`src/rtl/alu_mc_n_bits_if.sv`:
```
// Handshake/data bundle between the processor datapath and the multi-cycle ALU.
// The master drives requests and consumes results; the slave is the ALU.
interface alu_mc_n_bits_if #(
    parameter int N = 32
);
    logic         in_valid;
    logic         in_ready;
    logic [N-1:0] A;
    logic [N-1:0] B;
    logic [3:0]   ALUControl;
    logic         out_valid;
    logic         out_ready;
    logic [N-1:0] RESULT;
    logic [3:0]   flags;
    logic         div_by_zero;

    modport master (
        output in_valid, A, B, ALUControl, out_ready,
        input  in_ready, out_valid, RESULT, flags, div_by_zero
    );

    modport slave (
        input  in_valid, A, B, ALUControl, out_ready,
        output in_ready, out_valid, RESULT, flags, div_by_zero
    );
endinterface

```
`src/rtl/alu_mc_n_bits.sv`:
```
// Multi-cycle N-bit ALU: single-cycle logic/arith/shift ops plus an iterative
// restoring divider for unsigned DIV/MOD, with valid/ready on both sides.
module alu_mc_n_bits #(
    parameter int N = 32
) (
    input logic            clk,
    input logic            reset_n,
    alu_mc_n_bits_if.slave bus
);
    localparam int CW = $clog2(N) + 1;

    typedef enum logic [1:0] {
        S_IDLE,
        S_DIV,
        S_DONE
    } state_t;

    state_t        state_q;
    logic [N-1:0]  result_q;
    logic [3:0]    flags_q;
    logic          dbz_q;
    logic [N-1:0]  quo_q;     // dividend bits shifting out, quotient bits shifting in
    logic [N-1:0]  rem_q;     // partial remainder, always < divisor
    logic [N-1:0]  dvs_q;     // latched divisor
    logic          is_mod_q;
    logic [CW-1:0] cnt_q;

    logic          accept;
    logic          is_div_op;
    logic          b_zero;
    logic [N:0]    sum_w;
    logic [N:0]    diff_w;
    logic [N-1:0]  alu_res;
    logic          alu_c;
    logic          alu_v;
    logic [N:0]    sr_w;
    logic [N:0]    trial_w;
    logic          step_ge;
    logic [N-1:0]  rem_step;
    logic [N-1:0]  quo_step;
    logic [N-1:0]  div_res;

    function automatic logic [3:0] flags_of(input logic [N-1:0] r, input logic c, input logic v);
        return {r[N-1], (r == '0), c, v};
    endfunction

    // in_ready depends only on state and out_ready so the requester never sees a loop
    assign bus.in_ready    = (state_q == S_IDLE) || ((state_q == S_DONE) && bus.out_ready);
    assign bus.out_valid   = (state_q == S_DONE);
    assign bus.RESULT      = result_q;
    assign bus.flags       = flags_q;
    assign bus.div_by_zero = dbz_q;

    assign accept    = bus.in_valid && bus.in_ready;
    assign is_div_op = (bus.ALUControl[3:1] == 3'b101);
    assign b_zero    = (bus.B == '0);

    assign sum_w  = {1'b0, bus.A} + {1'b0, bus.B};
    assign diff_w = {1'b0, bus.A} - {1'b0, bus.B};

    // One restoring step: shift in the next dividend bit, subtract if it fits.
    // Since the shifted remainder is < 2*divisor, bit N of the trial is a clean borrow.
    assign sr_w     = {rem_q, quo_q[N-1]};
    assign trial_w  = sr_w - {1'b0, dvs_q};
    assign step_ge  = ~trial_w[N];
    assign rem_step = step_ge ? trial_w[N-1:0] : sr_w[N-1:0];
    assign quo_step = {quo_q[N-2:0], step_ge};
    assign div_res  = is_mod_q ? rem_step : quo_step;

    // Single-cycle result and carry/overflow; DIV/MOD entries here cover only B=0
    always_comb begin
        alu_res = '0;
        alu_c   = 1'b0;
        alu_v   = 1'b0;
        case (bus.ALUControl)
            4'b0000: begin
                alu_res = sum_w[N-1:0];
                alu_c   = sum_w[N];
                alu_v   = (bus.A[N-1] == bus.B[N-1]) && (sum_w[N-1] != bus.A[N-1]);
            end
            4'b0001: begin
                alu_res = diff_w[N-1:0];
                alu_c   = ~diff_w[N];
                alu_v   = (bus.A[N-1] != bus.B[N-1]) && (diff_w[N-1] != bus.A[N-1]);
            end
            4'b0010: alu_res = bus.A & bus.B;
            4'b0011: alu_res = bus.A | bus.B;
            4'b0100: alu_res = bus.A ^ bus.B;
            4'b0101: alu_res = ~bus.A;
            // Shift amounts >= N saturate to zero / sign fill by operator semantics
            4'b0110, 4'b1000: alu_res = bus.A << bus.B;
            4'b0111: alu_res = $unsigned($signed(bus.A) >>> bus.B);
            4'b1001: alu_res = bus.A >> bus.B;
            4'b1010: alu_res = '1;
            4'b1011: alu_res = bus.A;
            default: alu_res = '0;
        endcase
    end

    // Control FSM with registered result, flags and divide-by-zero indication
    always_ff @(posedge clk or negedge reset_n) begin
        if (!reset_n) begin
            state_q  <= S_IDLE;
            result_q <= '0;
            flags_q  <= '0;
            dbz_q    <= 1'b0;
            quo_q    <= '0;
            rem_q    <= '0;
            dvs_q    <= '0;
            is_mod_q <= 1'b0;
            cnt_q    <= '0;
        end else begin
            case (state_q)
                S_DIV: begin
                    quo_q <= quo_step;
                    rem_q <= rem_step;
                    cnt_q <= cnt_q + CW'(1);
                    if (cnt_q == CW'(N - 1)) begin
                        state_q  <= S_DONE;
                        result_q <= div_res;
                        flags_q  <= flags_of(div_res, 1'b0, 1'b0);
                        dbz_q    <= 1'b0;
                    end
                end
                default: begin
                    if (accept) begin
                        if (is_div_op && !b_zero) begin
                            state_q  <= S_DIV;
                            quo_q    <= bus.A;
                            rem_q    <= '0;
                            dvs_q    <= bus.B;
                            is_mod_q <= bus.ALUControl[0];
                            cnt_q    <= '0;
                        end else begin
                            state_q  <= S_DONE;
                            result_q <= alu_res;
                            flags_q  <= flags_of(alu_res, alu_c, alu_v);
                            dbz_q    <= is_div_op;
                        end
                    end else if (state_q == S_DONE && bus.out_ready) begin
                        state_q <= S_IDLE;
                    end
                end
            endcase
        end
    end
endmodule

```
`src/flat_wrapper.sv`:
```
// flat-port wrapper written by rule: the top's interface ports become plain ports
module alu_mc_n_bits_flat 
#(
    parameter int N = 32
)
  (clk, reset_n, bus_in_valid, bus_A, bus_B, bus_ALUControl, bus_out_ready, bus_in_ready, bus_out_valid, bus_RESULT, bus_flags, bus_div_by_zero);
  alu_mc_n_bits_if #(.N(N)) bus_i ();
  input logic clk;
  input logic reset_n;
  input wire logic [$bits(bus_i.in_valid)-1:0] bus_in_valid;
  input wire logic [$bits(bus_i.A)-1:0] bus_A;
  input wire logic [$bits(bus_i.B)-1:0] bus_B;
  input wire logic [$bits(bus_i.ALUControl)-1:0] bus_ALUControl;
  input wire logic [$bits(bus_i.out_ready)-1:0] bus_out_ready;
  output wire logic [$bits(bus_i.in_ready)-1:0] bus_in_ready;
  output wire logic [$bits(bus_i.out_valid)-1:0] bus_out_valid;
  output wire logic [$bits(bus_i.RESULT)-1:0] bus_RESULT;
  output wire logic [$bits(bus_i.flags)-1:0] bus_flags;
  output wire logic [$bits(bus_i.div_by_zero)-1:0] bus_div_by_zero;
  assign bus_i.in_valid = bus_in_valid;
  assign bus_i.A = bus_A;
  assign bus_i.B = bus_B;
  assign bus_i.ALUControl = bus_ALUControl;
  assign bus_i.out_ready = bus_out_ready;
  assign bus_in_ready = bus_i.in_ready;
  assign bus_out_valid = bus_i.out_valid;
  assign bus_RESULT = bus_i.RESULT;
  assign bus_flags = bus_i.flags;
  assign bus_div_by_zero = bus_i.div_by_zero;
  alu_mc_n_bits #(.N(N)) u_core (.clk(clk), .reset_n(reset_n), .bus(bus_i));
endmodule
```
`config.mk`:
```
export PLATFORM = sky130hd
export DESIGN_NAME = alu_mc_n_bits_flat
export DESIGN_NICKNAME = d
export VERILOG_FILES = /design/src/rtl/alu_mc_n_bits_if.sv /design/src/rtl/alu_mc_n_bits.sv /design/src/flat_wrapper.sv
export SDC_FILE = /design/constraint.sdc
export NUM_CORES = 1
export LEC_CHECK = 0
export ABC_CLOCK_PERIOD_IN_PS = 3880
export BUFFER_PORTS_ARGS = -buffer_cell sky130_fd_sc_hd__buf_2
export CAP_MARGIN = 20
export CORE_UTILIZATION = 38
export CTS_CLUSTER_SIZE = 14
export DETAILED_ROUTE_END_ITERATION = 8
export SKIP_LAST_GASP = 1
export SLEW_MARGIN = 5
export SYNTH_ARGS = -nofsm -noshare
export SYNTH_HDL_FRONTEND = slang
export SYNTH_SLANG_ARGS = --single-unit
```
`constraint.sdc`:
```
create_clock -name clk -period 3.88 [get_ports clk]
set_input_delay 0.776 -clock clk [delete_from_list [all_inputs] [get_ports clk]]
set_output_delay 0.776 -clock clk [all_outputs]
set_load 0.01 [all_outputs]
```
==> results of run 1 <==
[critical path, cell delays in order]
cell	delay (ps)
buf_2	120
nor4_4	430
buf_4	210
nand4_1	170
buf_12	220
o31a_1	340
or2_1	300
a31oi_2	250
o211ai_1	230
a2111oi_2	370
buf_4	170
nand4_1	120
nor4_1	300
buf_4	180
nand4_1	100
nor4_1	170
a41oi_1	200
o31ai_4	90
[where the power goes]
part | switching (mW) | internal (mW)
registers | 0.430 | 2.03
logic | 4.87 | 3.99
clock network | 0.711 | 0.828
[registers in the layout (all words and copies together) (netlist names)]
signal                  flops
u_core.is_mod_q             1
u_core.state_q              2
u_core.bus.div_by_zero      1
u_core.bus.flags            4
u_core.cnt_q                6
u_core.quo_q               32
u_core.bus.RESULT          31
u_core.rem_q               32
u_core.dvs_q               32
[per-layer routing]
layer  vias up  track usage (%)
met5         -                0
met4         4             32.6
met3       416             6.26
met2      1549             69.2
met1     12580             56.1
li1      11426                -
[path summary, 6_finish.rpt]
path	to	start	slack [ps]	cells past startpoint
min	u_core.rem_q[27]$_DFFE_PN0P_	reset_n	330	1
min in group clk	u_core.bus.RESULT[21]$_DFFE_PN0P_	u_core.bus.RESULT[21]$_DFFE_PN0P_	480	2
min reg2reg	u_core.bus.RESULT[21]$_DFFE_PN0P_	u_core.bus.RESULT[21]$_DFFE_PN0P_	480	2
max	u_core.bus.flags[2]$_DFFE_PN0P_	bus_B[16]	-520	18
max in group asynchronous	u_core.quo_q[14]$_DFFE_PN0P_	reset_n	2670	2
max reg2reg	u_core.bus.flags[2]$_DFFE_PN0P_	u_core.rem_q[7]$_DFFE_PN0P_	-450	17
[layout by cell type (no fill, tap or decap), drive strengths merged, types with 28 or more instances in the layout]
cell type     n
mux2         36
a21o         28
a211oi       42
nor3         54
a31oi        42
inv         145
nand4        36
o211ai       38
dfrtp       141
a22oi        47
nand2       325
mux4         43
o21ai       182
nand3        45
a21oi       176
mux2i        75
buf        1032
ha          129
nor2        262
o22ai        65
[timing repair]
item | CTS | global route
pin swaps | 57 | 35
hold endpoints to repair | 0 | 0
setup buffers | 32 | 18
gates resized for setup | 178 | 102
setup endpoints to repair | 34 | 44
[synth_stat cells, drive strengths merged, types with 20 or more instances]
library cell	count	share of area, %
a211oi	42	1.6
a21o	28	1.1
a21oi	176	4.6
a221oi	27	1.2
a22oi	47	1.8
a31oi	42	1.4
buf	61	1.5
clkbuf	164	3.2
dfrtp	141	18
ha	129	8.4
inv	140	2.7
mux2	36	2.1
mux2i	75	3.9
mux4	43	5.0
nand2	325	6.3
nand2b	20	0.65
nand3	45	1.2
nand4	36	1.2
nor2	262	5.1
nor2b	27	0.87
nor3	54	1.5
o211ai	38	1.5
o21ai	182	4.7
o221ai	24	1.1
o22ai	65	2.1
xnor2	21	0.95
[cell type report]
type / count / area, µm² / share of cell area (%)
clock buffer: 18 / 429 / 1.48
sequential: 141 / 3530 / 12.2
inverter: 141 / 552 / 1.91
multi-input combinational: 2117 / 15600 / 53.7
clock inverter: 14 / 111 / 0.385
timing repair buffer: 1032 / 7930 / 27.4
tap: 672 / 841 / 2.90
[cell families after synthesis]
| kind of cell | after synthesis |
|---|---|
| AOI/OAI and AO/OA | 906 |
| and+or+nand+nor | 892 |
| buffers and inverters | 366 |
| muxes | 154 |
| DFF | 141 |
| adders and majority gates | 132 |
| xor gates and xnor gates | 33 |
==> flow_metrics.py, run 1 <==
metrics = {
    "setup_path": {
        "end_kind": "register",
        "cp_data_arrival_time_ps": 4750,
        "start_kind": "primary input",
        "path_class": "in -> reg",
        "crit_required_ps": 4230,
        "worstPathMaxFanout": 6,
    },
    "placement": {
        "placed_area_um2": 26800,
        "post-place-ws_ps": -1300,
        "portBuffers": 110,
        "dp_hpwl_um": 93500,
        "place.gp.congestion": 1.10,
        "dp.cells": 4060,
    },
    "sta": {
        "setup_violations": 18,
        "hold_viol": 0,
        "rsz0062_at_grt": "yes",
        "worstMarginPinSlew_ps": 1030,
        "timing.final.ws_setup_ps": -518,
        "fmax_mhz": 227,
        "fin_worst_skew_ps": 11.1,
        "max_slew_margin_pct": 30.9,
        "period_share_pct": 113,
        "tns_ps": -3050,
        "holdWs_ps": 329,
        "fin_crit_ps": 4400,
        "slew_viol_final": 0,
    },
    "clock_tree": {
        "hold_buffers": 0,
        "clock_latency_ps": 440,
        "cts_root_buf": "clkbuf_16",
        "clkTransAtPathRegs_ps": 70,
        "cts_buffers": 17,
        "cts_num_sinks": 141,
        "htree_num_levels": 4,
        "clk_path_buf_depth": 2,
        "tritoncts": "done",
    },
    "die": {
        "fp.dieArea_um2": 51800,
        "start_util_pct": 38.5,
        "die_h_um": 228,
        "ios": 111,
        "rows": 82,
        "dieWidth_um": 228,
        "core_um2": 50200,
    },
    "outcome": {
        "violations": "negative setup slack",
        "status": "complete, but fails checks",
    },
    "synth": {
        "synth-compound-area-share_pct": 31.8,
        "syn_inst": 2624,
        "synthMuxAreaShare_pct": 11.1,
        "ys_warn_count": 0,
        "ys_seq_elements": 141,
        "synth_edf_count": 0,
        "synth_simple_gate_area_share_pct": 21.3,
        "synth_area_um2": 19300,
        "synthXorXnorAreaFrac_pct": 1.50,
        "synth_top_family_by_area": "compound AO/OA/AOI/OAI gates",
        "synth-adder-area-share_pct": 8.66,
        "syn_nets": 2828,
        "syn_avg_cell_area_um2": 7.37,
        "synth_cell_types": 93,
        "yosysSeqAreaShare_pct": 18.3,
        "ys.flop_type": "dfrtp_1",
        "async_flop_share_pct": 100,
    },
    "drt": {
        "wl_met2_um": 50800,
        "top_layer": "met5",
        "wl_per_cell_um": 28.0,
        "met3_length_um": 9780,
        "dr.pass1.iters": 6,
        "via_per_inst": 6.28,
        "dr.first_iter.drc_count": 3131,
        "drc": 0,
        "via_count": 25975,
        "drt-total-wl_um": 116000,
        "wl_met1_um": 45400,
        "antenna_left": 0,
    },
    "finish": {
        "layout.nets": 3654,
        "final_util_pct": 57.7,
        "fin_area_um2": 28900,
        "fin_cells": 4135,
        "syn2layout_area_growth_pct": 49.7,
        "fillCellCount": 4609,
        "diodes": 0,
        "drive_gt1_share_pct": 39.2,
    },
    "pwr": {
        "p_leak_nw": 13.4,
        "total_power_mw": 12.9,
        "powerDensity_nw_per_um2": 444,
        "peakVddDrop_mv": 0.499,
    },
    "grt": {
        "antenna_found_initial": 5,
        "overflow": 0,
        "grt_pass1_wl_um": 167000,
        "grt_max_degree": 83,
        "grt_usage_pct": 44.5,
        "grt_pass1_vias": 25494,
    },
    "job": {
        "max_cap_violations": 0,
    },
    "hold_path": {
        "holdCritPathClass": "in -> async",
    },
}
No activity file was read; power rests on OpenSTA's default activity.
==> run 2: changes to the inputs <==
--- a/config.mk
+++ b/config.mk
@@ -5,7 +5,7 @@
 export SDC_FILE = /design/constraint.sdc
 export NUM_CORES = 1
 export LEC_CHECK = 0
-export ABC_CLOCK_PERIOD_IN_PS = 3880
+export ABC_CLOCK_PERIOD_IN_PS = 4700
 export BUFFER_PORTS_ARGS = -buffer_cell sky130_fd_sc_hd__buf_2
 export CAP_MARGIN = 20
 export CORE_UTILIZATION = 38
==> constraint.sdc (replaced) <==
create_clock -name clk -period 4.7 [get_ports clk]
set_input_delay 0.94 -clock clk [delete_from_list [all_inputs] [get_ports clk]]
set_output_delay 0.94 -clock clk [all_outputs]
set_load 0.01 [all_outputs]
==> flow_metrics.py, run 2 (same netlist as run 1, synthesis figures left out) <==
metrics = {
    "placement": {
        "portBuffers": 110,
        "place.gp.congestion": 1.12,
        "dp_hpwl_um": 94400,
    },
    "drt": {
        "dr.pass1.iters": 7,
        "via_count": 25423,
        "via_per_inst": 6.51,
        "antenna_left": 0,
        "drc": 0,
        "dr.first_iter.drc_count": 3411,
        "drt-total-wl_um": 117000,
        "wl_per_cell_um": 29.9,
    },
    "outcome": {
        "status": "complete, but fails checks",
        "violations": "negative setup slack",
    },
    "clock_tree": {
        "hold_buffers": 0,
        "tritoncts": "done",
        "htree_num_levels": 4,
        "cts_root_buf": "clkbuf_16",
        "clk_path_buf_depth": 2,
        "cts_buffers": 17,
        "clkTransAtPathRegs_ps": 70,
        "cts_num_sinks": 141,
        "clock_latency_ps": 450,
    },
    "pwr": {
        "powerDensity_nw_per_um2": 362,
        "peakVddDrop_mv": 0.385,
        "p_leak_nw": 12.1,
    },
    "sta": {
        "slew_viol_final": 0,
        "max_slew_margin_pct": 34.9,
        "worstMarginPinSlew_ps": 974,
        "setup_violations": 1,
        "period_share_pct": 101,
        "timing.final.ws_setup_ps": -51.7,
        "hold_viol": 0,
        "fin_crit_ps": 4750,
        "holdWs_ps": 504,
        "fin_worst_skew_ps": 16.7,
        "fmax_mhz": 210,
        "rsz0062_at_grt": "yes",
        "tns_ps": -51.7,
    },
    "setup_path": {
        "crit_required_ps": 5060,
        "end_kind": "register",
        "worstPathMaxFanout": 3,
        "cp_data_arrival_time_ps": 5110,
        "slowest_stage": "or4_4",
        "max_stage_delay_ps": 520,
        "path_class": "reg -> reg",
        "start_kind": "register",
        "crit_chain": "inv_1 > ha_2 > inv_1 > fa_2 > a211oi_2 > nor2_1 > o31ai_1 > buf_4 > a2111o_1 > a21o_1 > and3_4 > nor3_4 > buf_4 > o21ai_4 > buf_6 > a31o_4 > nand3_1 > or4_4 > or4_4 > o31ai_4",
    },
    "job": {
        "max_cap_violations": 0,
    },
    "finish": {
        "drive_gt1_share_pct": 32.0,
        "layout.nets": 3421,
        "layout_commonest_cell": "buf_4",
        "final_cell_mix": "buf_4, nand2_1, nor2_1",
        "syn2layout_area_growth_pct": 36.7,
        "fillCellCount": 4791,
        "reg_top3": "u_core.dvs_q: 32 flops, u_core.quo_q: 32 flops, u_core.rem_q: 32 flops",
    },
    "die": {
        "dieWidth_um": 228,
        "core_um2": 50200,
        "die_h_um": 228,
        "ios": 111,
        "start_util_pct": 38.5,
        "fp.dieArea_um2": 51800,
        "rows": 82,
    },
    "hold_path": {
        "holdCritPathClass": "reg -> reg",
    },
    "grt": {
        "grt_max_degree": 93,
        "antenna_found_initial": 3,
        "grt_usage_pct": 44.3,
        "grt_pass1_wl_um": 165000,
        "overflow": 0,
        "grt_pass1_vias": 23879,
    },
}
==> run 2: metal layers <==
metal / up-vias / routed length (µm) / track usage [%]
met5: - / 13 / 0
met4: 2 / 8760 / 27.2
met3: 405 / 11100 / 7.03
met2: 1713 / 51300 / 69.3
met1: 12345 / 45500 / 57.2
li1: 10958 / - / -
==> run 2: power by group <==
group | switching [mW] | internal, mW
logic | 3.65 | 2.52
registers | 0.359 | 1.67
clock network | 0.612 | 0.753
==> run 2: timing repair <==
item	in CTS	in global routing
buffers inserted	2	11
endpoints found under the setup margin	2	3
resized for setup	12	93
pin swaps	2	30
==> run 2: area by class of cell <==
cell class / instances / area [µm²] / area share (%)
well taps: 672 / 841 / 3.18
clock buffers: 19 / 443 / 1.68
inverters: 141 / 537 / 2.03
flip-flops and latches: 141 / 3530 / 13.4
clock inverters: 13 / 130 / 0.492
diodes: 1 / 2.50 / 0.00947
repair buffers: 799 / 6040 / 22.9
multi-input cells: 2117 / 14900 / 56.4
==> run 2: worst paths after layout <==
path / depth (start not counted) / slack, ps / startpoint / to
max in group asynchronous: 2 / 3190 / reset_n / u_core.dvs_q[1]$_DFFE_PN0P_
setup reg to reg: 20 / -50 / u_core.quo_q[31]$_DFFE_PN0P_ / u_core.bus.flags[2]$_DFFE_PN0P_
hold / removal: 1 / 500 / u_core.bus.RESULT[20]$_DFFE_PN0P_ / u_core.bus.RESULT[20]$_DFFE_PN0P_
hold reg to reg: 1 / 500 / u_core.bus.RESULT[20]$_DFFE_PN0P_ / u_core.bus.RESULT[20]$_DFFE_PN0P_
min in group asynchronous: 1 / 540 / reset_n / u_core.cnt_q[5]$_DFFE_PN0P_
setup / recovery: 20 / -50 / u_core.quo_q[31]$_DFFE_PN0P_ / u_core.bus.flags[2]$_DFFE_PN0P_
==> run 2: per-stage QoR <==
| stage | cells | cell area (µm²) | util [%] | worst slack [ps] | total power, mW |
|---|---|---|---|---|---|
| 2_1_floorplan | 2624 | 19400 | - | 2.79 | 5.07 |
| 3_3_place_gp | 3857 | 25200 | 50.3 | -654 | 7.52 |
| 3_5_place_dp | 3857 | 25200 | 50.3 | -569 | 7.65 |
| 4_1_cts | 3891 | 25900 | 51.6 | 23.5 | 9.09 |
| 5_1_grt | 3902 | 26400 | 52.7 | -111 | 10.0 |
| 6_report | 3903 | 26400 | 52.7 | -51.7 | 9.57 |
==> run 2: worst max-delay path: cells and delay by family (launching register included) <==
kind | cells | cell delay (ps)
buffers and inverters | 5 | 630
AOI/OAI and AO/OA | 7 | 1480
adders and majority gates | 2 | 610
DFF | 1 | 460
and+or+nand+nor | 6 | 1480
